File: src/rtl/tetris_pkg.sv
// Shared types and the tetromino offset table for the board cell pipeline.
// Each table word holds four {dx,dy} nibbles, cell 0 in bits [15:12], row-major top row first.
package tetris_pkg;

    localparam int BOARD_W_DEF = 16;
    localparam int BOARD_H_DEF = 20;

    typedef enum logic [2:0] {
        PC_I    = 3'd0,
        PC_O    = 3'd1,
        PC_T    = 3'd2,
        PC_S    = 3'd3,
        PC_Z    = 3'd4,
        PC_J    = 3'd5,
        PC_L    = 3'd6,
        PC_NONE = 3'd7
    } piece_t;

    typedef struct packed {
        logic [1:0] dx;
        logic [1:0] dy;
    } cell_off_t;

    typedef enum logic [1:0] {
        S_IDLE   = 2'd0,
        S_ERASE  = 2'd1,
        S_DRAW   = 2'd2,
        S_FINISH = 2'd3
    } seq_state_t;

    typedef struct packed {
        logic       do_erase;
        logic       do_draw;
        logic [2:0] old_type;
        logic [1:0] old_rot;
        logic [3:0] old_x;
        logic [4:0] old_y;
        logic [2:0] new_type;
        logic [1:0] new_rot;
        logic [3:0] new_x;
        logic [4:0] new_y;
    } cmd_t;

    // [type][rot]; rotations step clockwise
    localparam logic [15:0] SHAPE_TBL [7][4] = '{
        '{16'h048C, 16'h0123, 16'h048C, 16'h0123},  // I
        '{16'h0415, 16'h0415, 16'h0415, 16'h0415},  // O
        '{16'h0485, 16'h4156, 16'h4159, 16'h0152},  // T
        '{16'h4815, 16'h0156, 16'h4815, 16'h0156},  // S
        '{16'h0459, 16'h4152, 16'h0459, 16'h4152},  // Z
        '{16'h0159, 16'h0412, 16'h0489, 16'h4526},  // J
        '{16'h8159, 16'h0126, 16'h0481, 16'h0456}   // L
    };

endpackage

File: src/rtl/tetromino_shape_rom.sv
// Combinational (type, rot, index) -> cell offset lookup; the empty piece type yields (0,0).
module tetromino_shape_rom
    import tetris_pkg::*;
(
    input  logic [2:0] piece,
    input  logic [1:0] rot,
    input  logic [1:0] idx,
    output cell_off_t  off
);

    logic [15:0] row;

    always_comb begin
        row = '0;
        if (piece != PC_NONE) row = SHAPE_TBL[piece][rot];
        case (idx)
            2'd0:    off = cell_off_t'(row[15:12]);
            2'd1:    off = cell_off_t'(row[11:8]);
            2'd2:    off = cell_off_t'(row[7:4]);
            default: off = cell_off_t'(row[3:0]);
        endcase
    end

endmodule

File: src/rtl/piece_cell_sequencer.sv
// Expands erase/draw move commands into one board-cell write per cycle for the cell writer,
// with a Start/Busy/Done handshake toward game control.
module piece_cell_sequencer
    import tetris_pkg::*;
#(
    parameter int BOARD_W = BOARD_W_DEF,
    parameter int BOARD_H = BOARD_H_DEF
) (
    input  logic       Clock,
    input  logic       Resetn,
    input  logic       Start,
    input  logic       DoErase,
    input  logic       DoDraw,
    input  logic [2:0] OldType,
    input  logic [1:0] OldRot,
    input  logic [3:0] OldX,
    input  logic [4:0] OldY,
    input  logic [2:0] NewType,
    input  logic [1:0] NewRot,
    input  logic [3:0] NewX,
    input  logic [4:0] NewY,
    output logic [3:0] XCOOR,
    output logic [4:0] YCOOR,
    output logic       Enable,
    output logic       Erase,
    output logic       Busy,
    output logic       Done
);

    seq_state_t state_q, state_d;
    logic [1:0] idx_q, idx_d;
    cmd_t       cmd_q, cmd_d, cmd_src;
    logic       accept;

    logic [3:0] xcoor_q, xcoor_d;
    logic [4:0] ycoor_q, ycoor_d;
    logic       enable_q, enable_d;
    logic       erase_q, erase_d;
    logic       busy_q, busy_d;
    logic       done_q, done_d;

    logic [2:0] sel_type;
    logic [1:0] sel_rot;
    logic [3:0] sel_x;
    logic [4:0] sel_y;
    cell_off_t  off;
    logic [4:0] cx;
    logic [5:0] cy;
    logic       in_phase;
    logic       cell_ok;

    // A new command is taken in IDLE and also in the Done cycle, where Busy is already low.
    always_comb begin
        accept  = Start && ((state_q == S_IDLE) || (state_q == S_FINISH));
        cmd_src = '{do_erase: DoErase, do_draw: DoDraw,
                    old_type: OldType, old_rot: OldRot, old_x: OldX, old_y: OldY,
                    new_type: NewType, new_rot: NewRot, new_x: NewX, new_y: NewY};
        cmd_d   = accept ? cmd_src : cmd_q;
        state_d = state_q;
        idx_d   = idx_q;
        case (state_q)
            S_IDLE, S_FINISH: begin
                state_d = S_IDLE;
                idx_d   = 2'd0;
                if (accept) begin
                    if (cmd_src.do_erase)     state_d = S_ERASE;
                    else if (cmd_src.do_draw) state_d = S_DRAW;
                    else                      state_d = S_FINISH;
                end
            end
            S_ERASE: begin
                idx_d = idx_q + 2'd1;
                if (idx_q == 2'd3) state_d = cmd_q.do_draw ? S_DRAW : S_FINISH;
            end
            S_DRAW: begin
                idx_d = idx_q + 2'd1;
                if (idx_q == 2'd3) state_d = S_FINISH;
            end
            default: begin
                state_d = S_IDLE;
                idx_d   = 2'd0;
            end
        endcase
    end

    tetromino_shape_rom u_rom (
        .piece (sel_type),
        .rot   (sel_rot),
        .idx   (idx_d),
        .off   (off)
    );

    // Outputs are registered, so the cell is computed from the state being entered.
    always_comb begin
        in_phase = (state_d == S_ERASE) || (state_d == S_DRAW);
        if (state_d == S_ERASE) begin
            sel_type = cmd_d.old_type;
            sel_rot  = cmd_d.old_rot;
            sel_x    = cmd_d.old_x;
            sel_y    = cmd_d.old_y;
        end else begin
            sel_type = cmd_d.new_type;
            sel_rot  = cmd_d.new_rot;
            sel_x    = cmd_d.new_x;
            sel_y    = cmd_d.new_y;
        end
        cx       = {1'b0, sel_x} + {3'b000, off.dx};
        cy       = {1'b0, sel_y} + {4'b0000, off.dy};
        cell_ok  = in_phase && (sel_type != PC_NONE) &&
                   (int'(cx) < BOARD_W) && (int'(cy) < BOARD_H);
        enable_d = cell_ok;
        xcoor_d  = cell_ok ? cx[3:0] : 4'd0;
        ycoor_d  = cell_ok ? cy[4:0] : 5'd0;
        erase_d  = (state_d == S_ERASE);
        busy_d   = in_phase;
        done_d   = (state_d == S_FINISH);
    end

    always_ff @(posedge Clock or negedge Resetn) begin
        if (!Resetn) begin
            state_q  <= S_IDLE;
            idx_q    <= 2'd0;
            cmd_q    <= '0;
            xcoor_q  <= 4'd0;
            ycoor_q  <= 5'd0;
            enable_q <= 1'b0;
            erase_q  <= 1'b0;
            busy_q   <= 1'b0;
            done_q   <= 1'b0;
        end else begin
            state_q  <= state_d;
            idx_q    <= idx_d;
            cmd_q    <= cmd_d;
            xcoor_q  <= xcoor_d;
            ycoor_q  <= ycoor_d;
            enable_q <= enable_d;
            erase_q  <= erase_d;
            busy_q   <= busy_d;
            done_q   <= done_d;
        end
    end

    assign XCOOR  = xcoor_q;
    assign YCOOR  = ycoor_q;
    assign Enable = enable_q;
    assign Erase  = erase_q;
    assign Busy   = busy_q;
    assign Done   = done_q;

endmodule
File: config.mk
export PLATFORM = sky130hd
export DESIGN_NAME = piece_cell_sequencer
export DESIGN_NICKNAME = d
export VERILOG_FILES = /design/src/rtl/tetris_pkg.sv /design/src/rtl/tetromino_shape_rom.sv /design/src/rtl/piece_cell_sequencer.sv
export SDC_FILE = /design/constraint.sdc
export NUM_CORES = 1
export LEC_CHECK = 0
export BUFFER_PORTS_ARGS = -buffer_cell sky130_fd_sc_hd__buf_2
export CAP_MARGIN = 10
export CORE_UTILIZATION = 30
export DETAILED_ROUTE_END_ITERATION = 12
export PLACE_DENSITY = 0.5
export SETUP_SLACK_MARGIN = 0.3
export SLEW_MARGIN = 20
export SYNTH_ARGS = -nofsm -noshare
export SYNTH_HDL_FRONTEND = slang
export SYNTH_SLANG_ARGS = --single-unit
File: constraint.sdc
create_clock -name Clock -period 15.35 [get_ports Clock]
set_input_delay 2.3025 -clock Clock [delete_from_list [all_inputs] [get_ports Clock]]
set_output_delay 2.3025 -clock Clock [all_outputs]
set_load 0.005 [all_outputs]
==> metrics.txt, run 1 <==
# TYPE chip_impl_metric gauge
chip_impl_metric{name="maxCapViolations",unit=""} 0
chip_impl_metric{name="dr.pass1.iters",unit=""} 6
chip_impl_info{name="result_of_the_run",value="finished clean"} 1
chip_impl_metric{name="antenna_cells",unit=""} 0
chip_impl_metric{name="clock-sinks",unit=""} 46
chip_impl_metric{name="clk-insertion-delay-late",unit="ns"} 0.31
chip_impl_info{name="critical_path.reg2reg.endpoint",value="XCOOR[0]$_DFF_PN0_"} 1
chip_impl_metric{name="setup_viol",unit=""} 0
chip_impl_metric{name="number_of_global_route_vias_before_repair",unit=""} 2424
chip_impl_metric{name="ant_nets",unit=""} 0
chip_impl_metric{name="syn_inst",unit=""} 331
chip_impl_info{name="hold_path_sink",value="cmd_q[14]$_DFF_PN0_"} 1
chip_impl_metric{name="chipHeight",unit="um"} 101
chip_impl_metric{name="tns",unit="ns"} 0
chip_impl_metric{name="combinational_power_share",unit="%"} 69.3
chip_impl_metric{name="boundaryPins",unit=""} 46
chip_impl_metric{name="via_per_inst",unit=""} 4.93
chip_impl_metric{name="post_cts_resize_count",unit=""} 0
chip_impl_metric{name="cell_area_after_layout",unit="sq um"} 3380
chip_impl_info{name="min_from",value="cmd_q[14]$_DFF_PN0_"} 1
chip_impl_metric{name="power.density_cell_area",unit="nW/um^2"} 270
chip_impl_metric{name="avgSynthCellArea",unit="sq um"} 8.94
chip_impl_info{name="tritoncts",value="yes"} 1
chip_impl_info{name="hp-class",value="flip-flop to flip-flop"} 1
chip_impl_metric{name="number_of_buffers_inserted_by_hold_repair_at_cts",unit=""} 0
chip_impl_metric{name="power.leakage",unit="nW"} 1.65
chip_impl_metric{name="dieWidth",unit="um"} 101
chip_impl_info{name="ys_dominant_reg_cell",value="dfrtp_1"} 1
chip_impl_metric{name="regToRegSetupSlack",unit="ns"} 9.23
chip_impl_info{name="reg2reg_from",value="state_q[0]$_DFF_PN0_"} 1
chip_impl_metric{name="placement.setup.worst_slack",unit="ns"} 7.84
chip_impl_metric{name="initial_core_util",unit="%"} 31.4
chip_impl_metric{name="clock-skew-final",unit="ns"} 0.0143
chip_impl_metric{name="finalMaxSlewViolations",unit=""} 0
chip_impl_metric{name="port-buffer-count",unit=""} 45
chip_impl_metric{name="seq_power_share",unit="%"} 22.0
chip_impl_metric{name="synth_area",unit="sq um"} 2960
chip_impl_metric{name="cts.repair_timing.setup_buffer_count",unit=""} 0
chip_impl_metric{name="cp.arrival",unit="ns"} 7.43
chip_impl_metric{name="wl_per_cell",unit="um"} 14.9
chip_impl_info{name="layout.cells.most_common_list",value="nand2_1, dfrtp_1, buf_2"} 1
chip_impl_metric{name="worst_slew_pin_slew",unit="ns"} 0.973
chip_impl_info{name="clockRootBuffer",value="clkbuf_8"} 1
chip_impl_metric{name="place_hpwl",unit="mm"} 5.39
chip_impl_metric{name="worst-path-max-fanout",unit=""} 21
chip_impl_metric{name="dpl_cell_area",unit="sq um"} 3290
chip_impl_metric{name="detailed_route_via_count",unit=""} 2469
chip_impl_metric{name="fp.dieArea",unit="sq um"} 10300
chip_impl_metric{name="areaGrowthSynthToFinish",unit="%"} 14.3
chip_impl_metric{name="ys_ff_latch",unit=""} 46
chip_impl_metric{name="mappedNetlistNets",unit=""} 377
chip_impl_metric{name="cp.required",unit="ns"} 15.56
chip_impl_metric{name="postRouteWirelength",unit="mm"} 7.48
chip_impl_metric{name="power.share.clock",unit="%"} 8.7
chip_impl_metric{name="iteration_0_drc_count_of_the_detailed_router",unit=""} 187
chip_impl_metric{name="synth_sequential_area_ratio",unit="%"} 38.9
chip_impl_metric{name="finalHoldViolations",unit=""} 0
chip_impl_info{name="setup.worst_path.start_class",value="input pin"} 1
chip_impl_metric{name="maximum_number_of_pins_on_one_net_before_global_route_repair",unit=""} 47
chip_impl_metric{name="min_delay_path_depth",unit=""} 2
chip_impl_metric{name="p_sw",unit="uW"} 454
chip_impl_metric{name="cts_made_buffers",unit=""} 5
chip_impl_metric{name="clock_tree.buffer_depth",unit=""} 2
chip_impl_metric{name="design.core.area",unit="sq um"} 9420
chip_impl_metric{name="grt-ovfl-total",unit=""} 0
chip_impl_metric{name="worst_slack",unit="ns"} 8.13
chip_impl_metric{name="grt_pass1_wl",unit="mm"} 12.3
chip_impl_metric{name="gp_congestion",unit=""} 0.916
chip_impl_metric{name="clk_pin_slew",unit="ns"} 0.09
chip_impl_info{name="setup.worst_path.class",value="input pin to flip-flop"} 1
chip_impl_metric{name="r2r_cells",unit=""} 19
chip_impl_info{name="synth_top_cells_by_area",value="dfrtp_1, nand2_1, mux2i_1, ha_1, a21oi_1"} 1
chip_impl_info{name="unrepaired_setup_endpoints_after_global_routing",value="no"} 1
chip_impl_info{name="critPathCaptureType",value="flip-flop"} 1
chip_impl_metric{name="placement_rows",unit=""} 35
chip_impl_metric{name="synth.distinct_cells",unit=""} 52
chip_impl_metric{name="postSynth.asyncResetShare",unit="%"} 100
chip_impl_metric{name="sw_frac_of_total",unit="%"} 49.8
chip_impl_metric{name="final_min_period_over_clock_period",unit="%"} 47.0
chip_impl_metric{name="cell_internal_pwr",unit="uW"} 458
chip_impl_metric{name="synth-edff-count",unit=""} 0
chip_impl_info{name="commonest_non_fill_non_tap_cell_in_the_layout",value="nand2_1"} 1
chip_impl_metric{name="finalWorstPathRequiredPeriod",unit="ns"} 7.22
chip_impl_metric{name="synth_top_cell_area_share",unit="%"} 38.9
chip_impl_metric{name="drc",unit=""} 0
chip_impl_info{name="synth_top_area_cell",value="dfrtp_1"} 1
chip_impl_metric{name="max_slew_margin",unit="%"} 35.1
chip_impl_metric{name="design.final.nets",unit=""} 417
chip_impl_metric{name="yosys_warnings",unit=""} 0
chip_impl_metric{name="worst_vdd_rail_ir_drop",unit="V"} 0.0000885
chip_impl_metric{name="layout-drive-gt1-share",unit="%"} 21.2
chip_impl_metric{name="total_routing_usage_gr",unit="%"} 15.6
chip_impl_metric{name="antenna_found_initial",unit=""} 0
chip_impl_metric{name="fmax",unit="MHz"} 139
chip_impl_metric{name="cts.htree.levels",unit=""} 2
[power by group through the flow]
stage | sequential (mW) | clock [mW] | combinational [mW]
floorplan | 0.199 | 0 | 0.490
global placement | 0.203 | 0 | 0.631
detailed placement | 0.204 | 0 | 0.631
CTS | 0.201 | 0.0829 | 0.634
global route | 0.208 | 0.0888 | 0.711
finish | 0.201 | 0.0790 | 0.633
[layer usage]
layer  wire length, um  vias up  track usage, %
met5                 0        -               0
met1              3640     1164            21.4
met2              3480       64            25.6
met4                72        0            4.12
li1                  -     1231               -
met3               287       10            2.62
[sequential cells by signal, indices dropped and copies added, names as in the netlist]
register	cells
Busy	1
Done	1
Enable	1
Erase	1
XCOOR	4
YCOOR	5
cmd_q	29
idx_q	2
state_q	2
[worst max-delay path by stage]
stage / startpoint / to / slack [ns] / depth (start not counted)
2_1_floorplan: Start / XCOOR[0]$_DFF_PN0_ / 8.55 / 22
3_3_place_gp: DoDraw / XCOOR[1]$_DFF_PN0_ / 8.02 / 18
3_5_place_dp: Start / XCOOR[1]$_DFF_PN0_ / 7.84 / 18
4_1_cts: Start / XCOOR[0]$_DFF_PN0_ / 8.15 / 18
5_1_grt: Start / XCOOR[0]$_DFF_PN0_ / 7.63 / 18
6_report: Start / XCOOR[0]$_DFF_PN0_ / 8.13 / 18
[stage by stage]
step	cells	total power [mW]	util [%]	hold WS, ns
after global routing	501	1.01	35.9	0.510
after detailed placement	493	0.835	34.9	0.457
after global placement	493	0.835	34.9	0.456
final	501	0.913	35.9	0.477
after CTS	501	0.919	35.9	0.481
after floorplan	331	0.689	-	0.436
[synthesized netlist by cell type, types with 2 or more instances]
cell type / number
nand2_1: 69
dfrtp_1: 46
a21oi_1: 25
inv_1: 18
nor2_1: 18
mux2i_1: 17
o21ai_0: 17
ha_1: 11
mux2_2: 11
nand3_1: 8
nor3_1: 8
and3_1: 6
buf_2: 6
xnor2_1: 6
and2_1: 4
clkbuf_1: 4
o21a_1: 4
a21o_1: 3
mux4_2: 3
nand2b_1: 3
o31ai_1: 3
a211oi_1: 2
a21boi_0: 2
a31oi_1: 2
buf_1: 2
buf_6: 2
fa_1: 2
o211ai_1: 2
o22ai_1: 2
or2_2: 2
or3_1: 2
[final cells by class]
cell class,instances,area [sq um]
fill,973,6030
multi-input combinational,252,1660
sequential,46,1150
timing repair buffer,47,243
tap,129,161
inverter,19,71.3
clock buffer,5,68.8
clock inverter,3,25.0
[cells by family after synthesis]
logic type / Yosys count / share of synthesized area, %
simple gates: 127 / 19.1
compound gates: 73 / 16.3
flops: 46 / 38.9
buf+inv: 33 / 4.95
mux: 32 / 12.7
fa+ha+maj: 13 / 6.00
xor+xnor: 7 / 2.07
[critical path, cell delays in order]
cell,delay (ns)
buf_2,0.18
nand2_2,0.07
o22ai_1,0.22
ha_1,0.85
inv_1,0.59
mux4_2,0.60
a311oi_2,0.33
a21oi_1,0.07
nor4_1,0.24
nor2_1,0.09
nor3_2,0.18
ha_1,0.24
inv_1,0.07
fa_1,0.39
nand2b_1,0.22
o311ai_2,0.48
inv_2,0.09
and2_1,0.17
Power figures use the tool's default switching activity.
==> run 2, diff against run 1 <==
- PLACE_DENSITY: 0.5 -> 0.51
- clock period: 15.35 -> 6.3 ns (I/O delays scaled with it)
==> run 2 against run 1 <==
  * Largest cell class unchanged
  * Final cell count rose by 0.40%
  * Sequential power rose by 140%
  * Power rose by 140%
  * Wire length fell by 1.8%
  * Combinational power rose by 140%
  * Global-route usage rose by 0.087 points
  * Hold slack got worse by 0.0020 ns
  * Largest power group unchanged
  * Non-clock buffer count rose by 2
==> metrics.txt, run 2 (synthesized netlist as in run 1, its figures left out) <==
# TYPE chip_impl_metric gauge
chip_impl_info{name="critPathCaptureType",value="flip-flop"} 1
chip_impl_metric{name="largest_register_ff_count",unit=""} 29
chip_impl_info{name="critical_path.top_delay_family",value="adder cells"} 1
chip_impl_metric{name="port-buffer-count",unit=""} 45
chip_impl_metric{name="clock_tree.buffer_depth",unit=""} 2
chip_impl_metric{name="post-route-util",unit="%"} 36.1
chip_impl_metric{name="cp.arrival",unit="ns"} 5.59
chip_impl_metric{name="wl_per_cell",unit="um"} 14.6
chip_impl_metric{name="post_cts_resize_count",unit=""} 0
chip_impl_metric{name="antenna_found_initial",unit=""} 0
chip_impl_metric{name="final_min_period_over_clock_period",unit="%"} 85.5
chip_impl_metric{name="cp.required",unit="ns"} 6.51
chip_impl_metric{name="cts.repair_timing.setup_buffer_count",unit=""} 0
chip_impl_metric{name="max_slew_margin",unit="%"} 50.7
chip_impl_metric{name="power.density_cell_area",unit="nW/um^2"} 656
chip_impl_metric{name="worst_vdd_rail_ir_drop",unit="V"} 0.000192
chip_impl_metric{name="postRouteWirelength",unit="mm"} 7.35
chip_impl_info{name="timing.critical_path.slowest_stage_cell",value="ha_1"} 1
chip_impl_metric{name="number_of_global_route_vias_before_repair",unit=""} 2447
chip_impl_metric{name="clock-sinks",unit=""} 46
chip_impl_metric{name="design.core.area",unit="sq um"} 9420
chip_impl_metric{name="number_of_buffers_inserted_by_hold_repair_at_cts",unit=""} 0
chip_impl_metric{name="cts_made_buffers",unit=""} 5
chip_impl_metric{name="cts.htree.levels",unit=""} 2
chip_impl_metric{name="areaGrowthSynthToFinish",unit="%"} 14.8
chip_impl_metric{name="clk-insertion-delay-late",unit="ns"} 0.31
chip_impl_info{name="setup.worst_path.class",value="flip-flop to flip-flop"} 1
chip_impl_metric{name="layout-drive-gt1-share",unit="%"} 21.7
chip_impl_metric{name="maxCapViolations",unit=""} 0
chip_impl_info{name="layout.cells.most_common_list",value="nand2_1, dfrtp_1, buf_2"} 1
chip_impl_metric{name="maximum_number_of_pins_on_one_net_before_global_route_repair",unit=""} 47
chip_impl_metric{name="worst-path-max-fanout",unit=""} 17
chip_impl_metric{name="drc",unit=""} 0
chip_impl_metric{name="design.final.nets",unit=""} 419
chip_impl_metric{name="finalHoldViolations",unit=""} 0
chip_impl_metric{name="power.leakage",unit="nW"} 1.65
chip_impl_metric{name="multiInputGateArea",unit="sq um"} 1660
chip_impl_info{name="tritoncts",value="yes"} 1
chip_impl_metric{name="place_hpwl",unit="mm"} 5.46
chip_impl_metric{name="ff_latch_area",unit="sq um"} 1150
chip_impl_metric{name="dr.pass1.iters",unit=""} 5
chip_impl_info{name="result_of_the_run",value="finished clean"} 1
chip_impl_metric{name="met1_usage",unit="%"} 22.0
chip_impl_metric{name="clock-skew-final",unit="ns"} 0.0111
chip_impl_metric{name="critPathMaxStageDelay",unit="ns"} 0.62
chip_impl_metric{name="antenna_cells",unit=""} 0
chip_impl_metric{name="iteration_0_drc_count_of_the_detailed_router",unit=""} 127
chip_impl_metric{name="worst_slew_pin_slew",unit="ns"} 0.718
chip_impl_metric{name="design_power_total",unit="mW"} 2.23
chip_impl_metric{name="groute.layer.met2.usage",unit="%"} 25.4
chip_impl_metric{name="gp_congestion",unit=""} 0.884
chip_impl_info{name="clockRootBuffer",value="clkbuf_8"} 1
chip_impl_info{name="commonest_non_fill_non_tap_cell_in_the_layout",value="nand2_1"} 1
chip_impl_metric{name="total_routing_usage_gr",unit="%"} 15.7
chip_impl_metric{name="chipHeight",unit="um"} 101
chip_impl_metric{name="r2r_cells",unit=""} 19
chip_impl_metric{name="grt-ovfl-total",unit=""} 0
chip_impl_metric{name="placement_rows",unit=""} 35
chip_impl_metric{name="gr-usage-met3",unit="%"} 2.76
chip_impl_info{name="hp-class",value="flip-flop to flip-flop"} 1
chip_impl_metric{name="fillCellCount",unit=""} 983
chip_impl_metric{name="min_delay_path_depth",unit=""} 2
chip_impl_metric{name="detailed_route_via_count",unit=""} 2450
chip_impl_metric{name="finalWorstPathRequiredPeriod",unit="ns"} 5.39
chip_impl_metric{name="fp.dieArea",unit="sq um"} 10300
chip_impl_info{name="global_route.peak_usage_layer",value="met2"} 1
chip_impl_metric{name="critical_path_buf_inv_count",unit=""} 4
chip_impl_metric{name="ant_nets",unit=""} 0
chip_impl_info{name="unrepaired_setup_endpoints_after_global_routing",value="no"} 1
chip_impl_metric{name="via_per_inst",unit=""} 4.87
chip_impl_info{name="crit_path_cell_trace",value="inv_1 > ha_1 > nand2_2 > o22ai_1 > ha_1 > inv_1 > mux4_2 > a311oi_2 > a21oi_1 > nor4_1 > nor2_1 > nor3_2 > ha_1 > inv_1 > fa_1 > nand2b_1 > o311ai_2 > inv_2 > and2_1"} 1
chip_impl_metric{name="clk_pin_slew",unit="ns"} 0.09
chip_impl_metric{name="boundaryPins",unit=""} 46
chip_impl_info{name="max_flop_register",value="cmd_q"} 1
chip_impl_metric{name="cp_num_cells",unit=""} 19
chip_impl_metric{name="tns",unit="ns"} 0
chip_impl_metric{name="initial_core_util",unit="%"} 31.4
chip_impl_info{name="setup.worst_path.start_class",value="flip-flop"} 1
chip_impl_metric{name="setup_viol",unit=""} 0
chip_impl_metric{name="finalMaxSlewViolations",unit=""} 0
chip_impl_metric{name="fmax",unit="MHz"} 186
chip_impl_metric{name="grt_pass1_wl",unit="mm"} 12.5
chip_impl_metric{name="dieWidth",unit="um"} 101
## run 2: layout make-up
cell class / count / area share, %
Multi-Input combinational cell: 252 / 48.9
Sequential cell: 46 / 33.9
Timing Repair Buffer: 49 / 7.59
Tap cell: 129 / 4.75
Inverter: 19 / 2.10
Clock buffer: 5 / 2.03
Clock inverter: 3 / 0.700
## run 2: final timing paths
path                                 startpoint                     to  slack [ns]
max in group asynchronous                Resetn    cmd_q[10]$_DFF_PN0_        5.25
min in group asynchronous                Resetn  cmd_q[28]$_DFFE_PN0N_        0.64
max reg2reg                state_q[0]$_DFF_PN0_     YCOOR[0]$_DFF_PN0_        0.91
min reg2reg                  cmd_q[0]$_DFF_PN0_     cmd_q[0]$_DFF_PN0_        0.48
max                        state_q[0]$_DFF_PN0_     YCOOR[0]$_DFF_PN0_        0.91
min                          cmd_q[0]$_DFF_PN0_     cmd_q[0]$_DFF_PN0_        0.48
## run 2: layer usage
| metal | share of wire (%) | vias to the layer above | wire (um) |
|---|---|---|---|
| met5 | 0 | - | 0 |
| met1 | 49 | 1130 | 3630 |
| met2 | 44 | 79 | 3230 |
| met3 | 5.1 | 11 | 373 |
| li1 | - | 1230 | - |
| met4 | 1.6 | 0 | 118 |
## run 2: per-stage QoR
stage / cells / cell area (sq um) / hold WS [ns] / setup WS [ns]
after floorplan: 331 / 2960 / 0.436 / 0.856
after global placement: 495 / 3300 / 0.462 / 1.04
final: 503 / 3400 / 0.475 / 0.913
after global routing: 503 / 3400 / 0.495 / 0.533
after CTS: 503 / 3390 / 0.481 / 0.979
after detailed placement: 495 / 3300 / 0.457 / 0.923
## run 2: worst min-delay path, cell delays in order, from the launching register on
cell     delay [ns]
dfrtp_1        0.33
nand2_1        0.04
nand2_1        0.07
## run 2: power breakdown
| group | internal (mW) | switching (mW) |
|---|---|---|
| clock network | 0.0795 | 0.111 |
| registers | 0.431 | 0.0573 |
| logic | 0.611 | 0.936 |
